<file path="src/rtl/fir_pkg.sv">
// Shared types and defaults for the time-multiplexed FIR controller.
// Also holds the helper that sizes the accumulator so it cannot overflow.
package fir_pkg;

  localparam int DEF_NTAPS = 4;
  localparam int DEF_DW    = 8;
  localparam int DEF_CW    = 8;
  localparam int DEF_OW    = 16;

  // coef[0] sits at the LSBs: coef = {-2, -1, 3, 4} for taps 0..3
  localparam logic [DEF_NTAPS*DEF_CW-1:0] DEF_COEF_INIT = 32'h0403_FFFE;

  typedef enum logic [1:0] {
    IDLE = 2'd0,
    MAC  = 2'd1,
    OUT  = 2'd2
  } state_e;

  function automatic int acc_width(input int ntaps, input int dw, input int cw);
    return dw + cw + $clog2(ntaps);
  endfunction

endpackage

</file>
<file path="src/rtl/fir_mac_unit.sv">
// Shared signed multiply-accumulate: acc <= acc + coef*data when enabled.
// The clear input wins over enable so a new sample always starts from zero.
module fir_mac_unit
  import fir_pkg::*;
#(
  parameter int CW = DEF_CW,
  parameter int DW = DEF_DW,
  parameter int AW = acc_width(DEF_NTAPS, DEF_DW, DEF_CW)
) (
  input  logic                 clk_i,
  input  logic                 rst_ni,
  input  logic                 clr_i,
  input  logic                 en_i,
  input  logic signed [CW-1:0] coef_i,
  input  logic signed [DW-1:0] data_i,
  output logic signed [AW-1:0] acc_o
);

  logic signed [CW+DW-1:0] prod;
  logic signed [AW-1:0]    acc_q, acc_d;

  assign prod = coef_i * data_i;

  always_comb begin
    acc_d = acc_q;
    if (clr_i) begin
      acc_d = '0;
    end else if (en_i) begin
      acc_d = acc_q + AW'(prod);
    end
  end

  always_ff @(posedge clk_i or negedge rst_ni) begin
    if (!rst_ni) begin
      acc_q <= '0;
    end else begin
      acc_q <= acc_d;
    end
  end

  assign acc_o = acc_q;

endmodule

</file>
<file path="src/rtl/fir_mac_sched.sv">
// FIR controller that walks one shared MAC across NTAPS taps per sample.
// Handshakes: a transfer happens on a rising clock edge where valid and ready are both high.
module fir_mac_sched
  import fir_pkg::*;
#(
  parameter int                    NTAPS     = DEF_NTAPS,
  parameter int                    DW        = DEF_DW,
  parameter int                    CW        = DEF_CW,
  parameter int                    OW        = DEF_OW,
  parameter logic [NTAPS*CW-1:0]   COEF_INIT = DEF_COEF_INIT,
  localparam int                   ADW       = $clog2(NTAPS)
) (
  input  logic           Clk,
  input  logic           Rst_n,
  input  logic           in_valid,
  output logic           in_ready,
  input  logic [DW-1:0]  in_data,
  output logic           out_valid,
  input  logic           out_ready,
  output logic [OW-1:0]  out_data,
  input  logic           cfg_we,
  input  logic [ADW-1:0] cfg_addr,
  input  logic [CW-1:0]  cfg_data,
  output logic           cfg_err,
  output logic           busy,
  output state_e         dbg_state
);

  localparam int              AW       = acc_width(NTAPS, DW, CW);
  localparam int              TW       = $clog2(NTAPS + 1);
  localparam logic [TW-1:0]   TAP_LAST = TW'(NTAPS);
  localparam logic [ADW:0]    NTAPS_W  = (ADW + 1)'(NTAPS);

  state_e               state_q, state_d;
  logic [TW-1:0]        tap_q, tap_d;
  logic signed [DW-1:0] x_q    [NTAPS];
  logic signed [CW-1:0] coef_q [NTAPS];
  logic [OW-1:0]        out_data_q;
  logic                 cfg_err_q;

  logic                 accept;
  logic                 mac_clr;
  logic                 mac_en;
  logic                 out_load;
  logic                 cfg_hit;
  logic [ADW-1:0]       tap_idx;
  logic signed [AW-1:0] acc;

  // MAC runs NTAPS accumulate cycles, then one more cycle to hand the sum to out_data.
  always_comb begin
    state_d  = state_q;
    tap_d    = tap_q;
    mac_clr  = 1'b0;
    mac_en   = 1'b0;
    out_load = 1'b0;
    case (state_q)
      IDLE: begin
        if (in_valid) begin
          state_d = MAC;
          tap_d   = '0;
          mac_clr = 1'b1;
        end
      end
      MAC: begin
        if (tap_q == TAP_LAST) begin
          state_d  = OUT;
          out_load = 1'b1;
        end else begin
          mac_en = 1'b1;
          tap_d  = tap_q + TW'(1);
        end
      end
      OUT: begin
        if (out_ready) begin
          state_d = IDLE;
        end
      end
      default: state_d = IDLE;
    endcase
  end

  always_ff @(posedge Clk or negedge Rst_n) begin
    if (!Rst_n) begin
      state_q <= IDLE;
      tap_q   <= '0;
    end else begin
      state_q <= state_d;
      tap_q   <= tap_d;
    end
  end

  assign accept  = (state_q == IDLE) && in_valid;
  assign tap_idx = tap_q[ADW-1:0];
  assign cfg_hit = cfg_we && (state_q == IDLE) && ({1'b0, cfg_addr} < NTAPS_W);

  always_ff @(posedge Clk or negedge Rst_n) begin
    if (!Rst_n) begin
      for (int k = 0; k < NTAPS; k++) x_q[k] <= '0;
    end else if (accept) begin
      x_q[0] <= in_data;
      for (int k = 1; k < NTAPS; k++) x_q[k] <= x_q[k-1];
    end
  end

  // A write landing with an accepted sample still counts: MAC reads coefficients a cycle later.
  always_ff @(posedge Clk or negedge Rst_n) begin
    if (!Rst_n) begin
      for (int k = 0; k < NTAPS; k++) coef_q[k] <= COEF_INIT[k*CW +: CW];
    end else if (cfg_hit) begin
      coef_q[cfg_addr] <= cfg_data;
    end
  end

  always_ff @(posedge Clk or negedge Rst_n) begin
    if (!Rst_n) begin
      out_data_q <= '0;
      cfg_err_q  <= 1'b0;
    end else begin
      if (out_load) begin
        out_data_q <= OW'(acc);
      end
      cfg_err_q <= cfg_we && !cfg_hit;
    end
  end

  fir_mac_unit #(
    .CW (CW),
    .DW (DW),
    .AW (AW)
  ) u_mac (
    .clk_i  (Clk),
    .rst_ni (Rst_n),
    .clr_i  (mac_clr),
    .en_i   (mac_en),
    .coef_i (coef_q[tap_idx]),
    .data_i (x_q[tap_idx]),
    .acc_o  (acc)
  );

  assign in_ready  = (state_q == IDLE);
  assign out_valid = (state_q == OUT);
  assign busy      = (state_q != IDLE);
  assign out_data  = out_data_q;
  assign cfg_err   = cfg_err_q;
  assign dbg_state = state_q;

endmodule
</file>
<file path="config.mk">
export PLATFORM = sky130hd
export DESIGN_NAME = fir_mac_sched
export DESIGN_NICKNAME = d
export VERILOG_FILES = /design/src/rtl/fir_pkg.sv /design/src/rtl/fir_mac_unit.sv /design/src/rtl/fir_mac_sched.sv
export SDC_FILE = /design/constraint.sdc
export NUM_CORES = 1
export LEC_CHECK = 0
export ABC_AREA = 1
export ABC_CLOCK_PERIOD_IN_PS = 15100
export CAP_MARGIN = 20
export CORE_MARGIN = 2
export CORE_UTILIZATION = 66
export DETAILED_ROUTE_END_ITERATION = 12
export GPL_TIMING_DRIVEN = 0
export HOLD_SLACK_MARGIN = 0.06
export PLACE_DENSITY = 0.95
export SYNTH_ARGS = -nofsm -noshare
export SYNTH_HDL_FRONTEND = slang
export SYNTH_SLANG_ARGS = --single-unit
</file>
<file path="constraint.sdc">
create_clock -name Clk -period 15.1 [get_ports Clk]
set_input_delay 1.51 -clock Clk [delete_from_list [all_inputs] [get_ports Clk]]
set_output_delay 1.51 -clock Clk [all_outputs]
set_load 0.01 [all_outputs]
</file>
# Word level (Yosys, flattened, before mapping)
# Cells that the tools add are included.
dict set report totals {
  word_cells 63
  output_inout_bits 22
  ff_bits 104
  in_bits 23
}
dict set report op_classes {
  addsub 2
  n_mul 1
  n_eq_ne 7
  bitwise_logic 2
  reduce_logical 11
  n_lt_le_gt_ge 3
  mux 24
}
# op n
set op_table {}
lappend op_table {{$mux W8} 5}
lappend op_table {{$mux W18} 2}
lappend op_table {{$bmux W8 S2} 2}
lappend op_table {{$bwmux W32} 1}
lappend op_table {{$add A18 B16 Y18} 1}
lappend op_table {{$demux W8 S2} 1}
lappend op_table {{$mul A8 B8 Y16} 1}
lappend op_table {{$ge A3 B3 Y1 const B} 2}
lappend op_table {{$mux W1} 6}
lappend op_table {{$mux W2} 3}
lappend op_table {{$mux W3} 2}
lappend op_table {{$ne A2 B2 Y1 const B} 3}
lappend op_table {{$not A2 Y3} 2}
lappend op_table {{$pmux W2 S3} 1}
lappend op_table {{$pmux W3 S2} 1}
lappend op_table {{$reduce_and A3 Y1} 2}
lappend op_table {{$reduce_bool A2 Y1} 3}
lappend op_table {{$logic_and A1 B1 Y1} 4}
lappend op_table {{$add A3 B1 Y3 const B} 1}
lappend op_table {{$eq A3 B3 Y1 const B} 1}
lappend op_table {{$lt A3 B1 Y1 const B} 1}
lappend op_table {{$eq A2 B1 Y1 const B} 1}
lappend op_table {{$eq A2 B2 Y1 const B} 1}
lappend op_table {{$logic_not A2 Y1} 1}
lappend op_table {{2 further kinds} 2}

# Logic depth before layout (Yosys ltp)
dict set report depth {
  word_depth 8
  ltp_mapped 28
  mapped_depth_nobuf 27
}

# Modules after synthesis
# Synthesis repeated with hierarchy kept, for this count alone.
dict set report unflattened {
  hier_cells 1031
  area_unflattened_um2 8295.5
}
# mod seq_area_each_um2 n_inst area_per_inst_um2 cells_each
set modules_own_cells {}
lappend modules_own_cells {fir_mac_unit 450.4 1 4164.0 527}
lappend modules_own_cells {fir_mac_sched 2174.6 1 4131.5 504}

# Least setup slack after synthesis
# OpenSTA, ideal clock, no wires.
dict set report synth_path {
  kind {reg-to-reg}
  from {register tap_q[0]}
  to {register u_mac.acc_q[13] (netlist: u_mac.acc_o[13])}
  path_stages_with_launch 25
  arrival_time_ns 5.072
  path_buffers 2
  setup_ns 0.117
  required_ns 14.983
  synth_period_minus_slack_ns 5.189
  path_slack_ns 9.911
  cell_sequence {dfrtp_1 > buf_6 > buf_12 > nor2_1 > inv_1 > a32oi_4 > inv_2 > nor2_2 > inv_2 > fa_1 > inv_1 > fa_1 > fa_1 > fa_1 > fa_1 > ha_1 > inv_1 > nor3_1 > nand2_1 > nand3_1 > a21oi_1 > inv_1 > nand2_1 > nand3_1 > nand2_1}
}
dict set report synth_between {
  elab_chain_len 8
  elab_cells_between_ends 15
  classes_between {1 x add/sub; 1 x mul; 1 x eq/ne; 10 x mux; 1 x bitwise; 1 x reduce/logical}
}
# element line_no
set synth_lines {}
lappend synth_lines {{start, declared} fir_mac_sched.sv:35} ;# logic [TW-1:0] tap_q, tap_d;
lappend synth_lines {{start signal, assigned} fir_mac_sched.sv:88} ;# tap_q <= tap_d;
lappend synth_lines {{$not A2 Y3 (implied by the code)} {fir_mac_sched.sv:135, fir_mac_sched.sv:136}}
lappend synth_lines {{$bmux W8 S2 (on tied branches)} {fir_mac_sched.sv:135, fir_mac_sched.sv:136}}
lappend synth_lines {{$mux W8 (on tied branches) (2 in a row)} {fir_mac_sched.sv:135, fir_mac_sched.sv:136}}
lappend synth_lines {{$mul A8 B8 Y16} fir_mac_unit.sv:22} ;# assign prod = coef_i * data_i;
lappend synth_lines {{$add A18 B16 Y18} fir_mac_unit.sv:29} ;# acc_d = acc_q + AW'(prod);
lappend synth_lines {{$mux W18} fir_mac_unit.sv:28} ;# end else if (en_i) begin
lappend synth_lines {{$mux W18} fir_mac_unit.sv:26} ;# if (clr_i) begin
lappend synth_lines {{end signal, assigned} fir_mac_unit.sv:35} ;# acc_q <= '0;
lappend synth_lines {{end signal, assigned} fir_mac_unit.sv:37} ;# acc_q <= acc_d;
lappend synth_lines {{end, declared} fir_mac_unit.sv:20} ;# logic signed [AW-1:0] acc_q, acc_d;
# Several ways; a longest one is shown, not always the timed one. The select of a mux whose other input is x is not followed.
# A chain may end at the register's enable or synchronous reset.

# Worst setup path after layout
dict set report layout_path {
  from {register tap_q[1]}
  to {register u_mac.acc_q[14] (netlist: u_mac.acc_o[14])}
}
# The elaborated chain is that of the path after synthesis.

==> metrics.md <==
| Metric | Value |
|---|---|
| Final slew viol count | `0` |
| CP dominant cell by count | `fa_1` |
| Final Cycle Share | `41.09%` |
| Final wirelength | `20.76 mm` |
| Row Count | `39` |
| Setup Buffers After CTS | `0` |
| EDFF count, synth | `0` |
| Synth Area in Compound Gates | `a little over an eighth` |
| FF+latch count, synth | `approximately 100` |
| Max clock buf depth | `2` |
| GPL Wtd Cong | `around 0.94` |
| CTS tree | `built` |
| Max-slew headroom | `between 40% and 50%` |
| Crit path kind | `reg2reg` |
| Number of global-route vias before repair | `approximately 7000` |
| Hold Fails Final Rpt | `0` |
| Max Cap Violations | `0` |
| CP Max Fanout | `10` |
| Crit path max-delay family | `adder cells` |
| Simple-gate portion of the synthesized area | `approximately 16%` |
| CTS Buf Count | `9` |
| DIE AREA | `roughly 12000 um^2` |
| Minimum clock period | `approximately 6.2 ns` |
| Clock transition at path regs | `about 0.090 ns` |
| Grt ovf | `0` |
| Initial DRC Count | `roughly 800` |
| Area growth, synth to finish | `12.32%` |
| Area after DPL | `8239 um^2` |
| CP Capture Type | `flop` |
| Post-synth ARST share | `between 90% and 100%` |
| Cell area after synthesis | `7595 um^2` |
| Layout net count | `roughly 1100` |
| F_max | `between 0.15 and 0.2 GHz` |
| Layout cells sized above 1 | `13.34%` |
| Ant diodes | `0` |
| Vias per cell | `6.172` |
| DRC | `0` |
| Post-DP HPWL | `between 10 and 15 mm` |
| Synth unique cells | `37` |
| Hold buffers post-CTS | `0` |
| Crit path launch type | `flop` |
| CTS root buf | `clkbuf_16` |
| Multiplexer share of the synthesized area | `less than 1%` |
| Critical path origin | `tap_q[1]$_DFFE_PN0P_` |
| Avg Inst Size Synth | `about 8.8 um^2` |
| Final setup fails | `0` |
| I/O Pins | `45` |
| Slowest CP cell | `nor2_1` |
| Area of the multi-input gates | `4178 um^2` |
| Antenna Nets Post-Route | `0` |
| R2R Path Start | `tap_q[1]$_DFFE_PN0P_` |
| GRT Total Usage | `36.01%` |
| WP data required | `between 15 and 20 ns` |
| Worst skew pair latency | `between 0.3 and 0.4 ns` |
| CP peak stage delay | `0.67 ns` |
| Initial antenna violation count | `0` |
| Clock sink total | `approximately 100` |
| Via count | `between 6000 and 7000` |
| Commonest cells after routing, fill and taps aside | `nand2_1, inv_1, dfrtp_1` |
| Die width | `about 110 um` |
| Die Y | `between 100 and 150 um` |
| RSZ-0062 raised after global routing | `false` |
| First drt pass iteration count | `6` |
| Cell count after synthesis | `861` |
| Status | `completed` |
| Main synth FF type | `dfrtp_1` |
| First-pass GRT wire length | `~35 mm` |
| Most common cell after layout, fill and taps aside | `nand2_1` |
| Worst path bufs/invs | `3` |
| Seq/Total Area, Yosys | `33.90%` |
| Cell breakdown of the critical path | `inv_2 -> buf_2 -> a21oi_1 -> a32oi_2 -> inv_1 -> nor2_1 -> fa_1 -> fa_1 -> fa_1 -> fa_1 -> ha_1 -> ha_1 -> nand2_1 -> nor3_1 -> nand3_1 -> nand3_1 -> nand2_1 -> nand2_1 -> o22ai_1` |
| Post-CTS Resized | `0` |
| CTS H-Tree Depth | `3` |
| Yosys warnings | `0` |
| Hold_sp | `coef_q[23]$_DFFE_PN1P_` |
| Main combinational cell family by area after synthesis | `adder cells` |
| Largest net degree at the start of global routing | `54` |
| Core Area | `11320 um^2` |
| Fillers | `681` |
| TNS Setup | `0 ns` |
| I/O Buffers | `44` |
| Net Count, Synth | `approximately 990` |
| Register Area | `approximately 2600 um^2` |
| Xor/xnor share of the synthesized area | `0.1153%` |
| CP arrival | `~6.5 ns` |
| Post-route cell area | `between 8000 and 9000 um^2` |
| Initial cell density of the core | `67.09%` |
| Clock skew | `0.01209 ns` |
| Hold Path Class | `reg2reg` |
| Adder-Cell Fraction of Synth Area | `approximately a quarter` |
| WL/cell | `19.49 um` |
| Worst slew pin tran | `between 0.8 and 0.9 ns` |
## stage by stage
step                hold slack (ns)  worst slack (ns)  cells  utilization (%)
floorplan                    0.4511             9.911    861                -
global placement             0.4590             8.823   1048            72.56
finish                       0.4824             8.896   1065            75.35
global route                 0.4946             8.695   1065            75.35
CTS                          0.4820             9.089   1065            75.35
detailed placement           0.4687             9.246   1049            72.78
## routing by layer
| layer | global-route usage, % | vias to the layer above | share of wire (%) |
|---|---|---|---|
| met5 | 0 | - | 0 |
| li1 | - | 2772 | - |
| met2 | 57.76 | 467 | 48 |
| met4 | 25.02 | 0 | 8.3 |
| met1 | 42.18 | 3160 | 34 |
| met3 | 9.841 | 174 | 9.6 |
## synth_stat cells (all sizes together), types with 2 or more instances
| master | count | area, um^2 |
|---|---|---|
| dfstp | 18 | 473.0 |
| buf | 24 | 197.7 |
| a32oi | 15 | 266.5 |
| nand2 | 196 | 743.2 |
| nor2 | 80 | 345.3 |
| nor3 | 3 | 15.01 |
| dfrtp | 84 | 2102 |
| ha | 39 | 488.0 |
| o22ai | 6 | 37.54 |
| inv | 169 | 636.9 |
| clkbuf | 2 | 7.510 |
| fa | 71 | 1421 |
| nand3 | 19 | 122.6 |
| a21oi | 43 | 215.2 |
| o31ai | 2 | 15.01 |
| o21ai | 82 | 444.2 |
| o21bai | 2 | 15.01 |
## final timing paths
check	slack (ns)	depth (start not counted)	to
worst max-delay path	8.90	19	u_mac.acc_o[14]$_DFFE_PN0P_
worst min-delay path	0.48	2	coef_q[23]$_DFFE_PN1P_
worst max register to register	8.90	19	u_mac.acc_o[14]$_DFFE_PN0P_
worst min register to register	0.48	2	coef_q[23]$_DFFE_PN1P_
max in group asynchronous	13.21	2	coef_q[20]$_DFFE_PN1P_
min in group asynchronous	1.17	1	coef_q[11]$_DFFE_PN0P_
## cell families after synthesis
kind of cell    count (synthesis)
compound gates                152
xor+xnor                        1
fa+ha+maj                     110
buf+inv                       195
flops                         102
mux                             1
simple gates                  300
## worst reg2reg max path, delay by kind of cell, from the launching register on
family / cells / cell delay, ns
adders and majority gates: 6 / 2.86
and+or+nand+nor: 7 / 1.54
AOI/OAI and AO/OA: 3 / 0.65
buffers and inverters: 3 / 0.57
DFF: 1 / 0.46
## flip-flops by register name, summed over array words and instances, names as in the netlist
name / cells
cfg_err: 1
coef_q: 32
dbg_state: 2
out_data: 16
tap_q: 3
u_mac.acc_o: 16
x_q: 32
## area by class of cell
class | count | area share (%)
Multi-Input combinational cell | 564 | 48.97
Tap cell | 143 | 2.097
Buffer | 26 | 2.405
Timing Repair Buffer | 45 | 5.456
Inverter | 169 | 7.466
Clock buffer | 9 | 2.640
Sequential cell | 102 | 30.18
Clock inverter | 7 | 0.7774
Power is not shown: default switching activity piles up to over one toggle a cycle in this logic, so the estimate is an artifact.
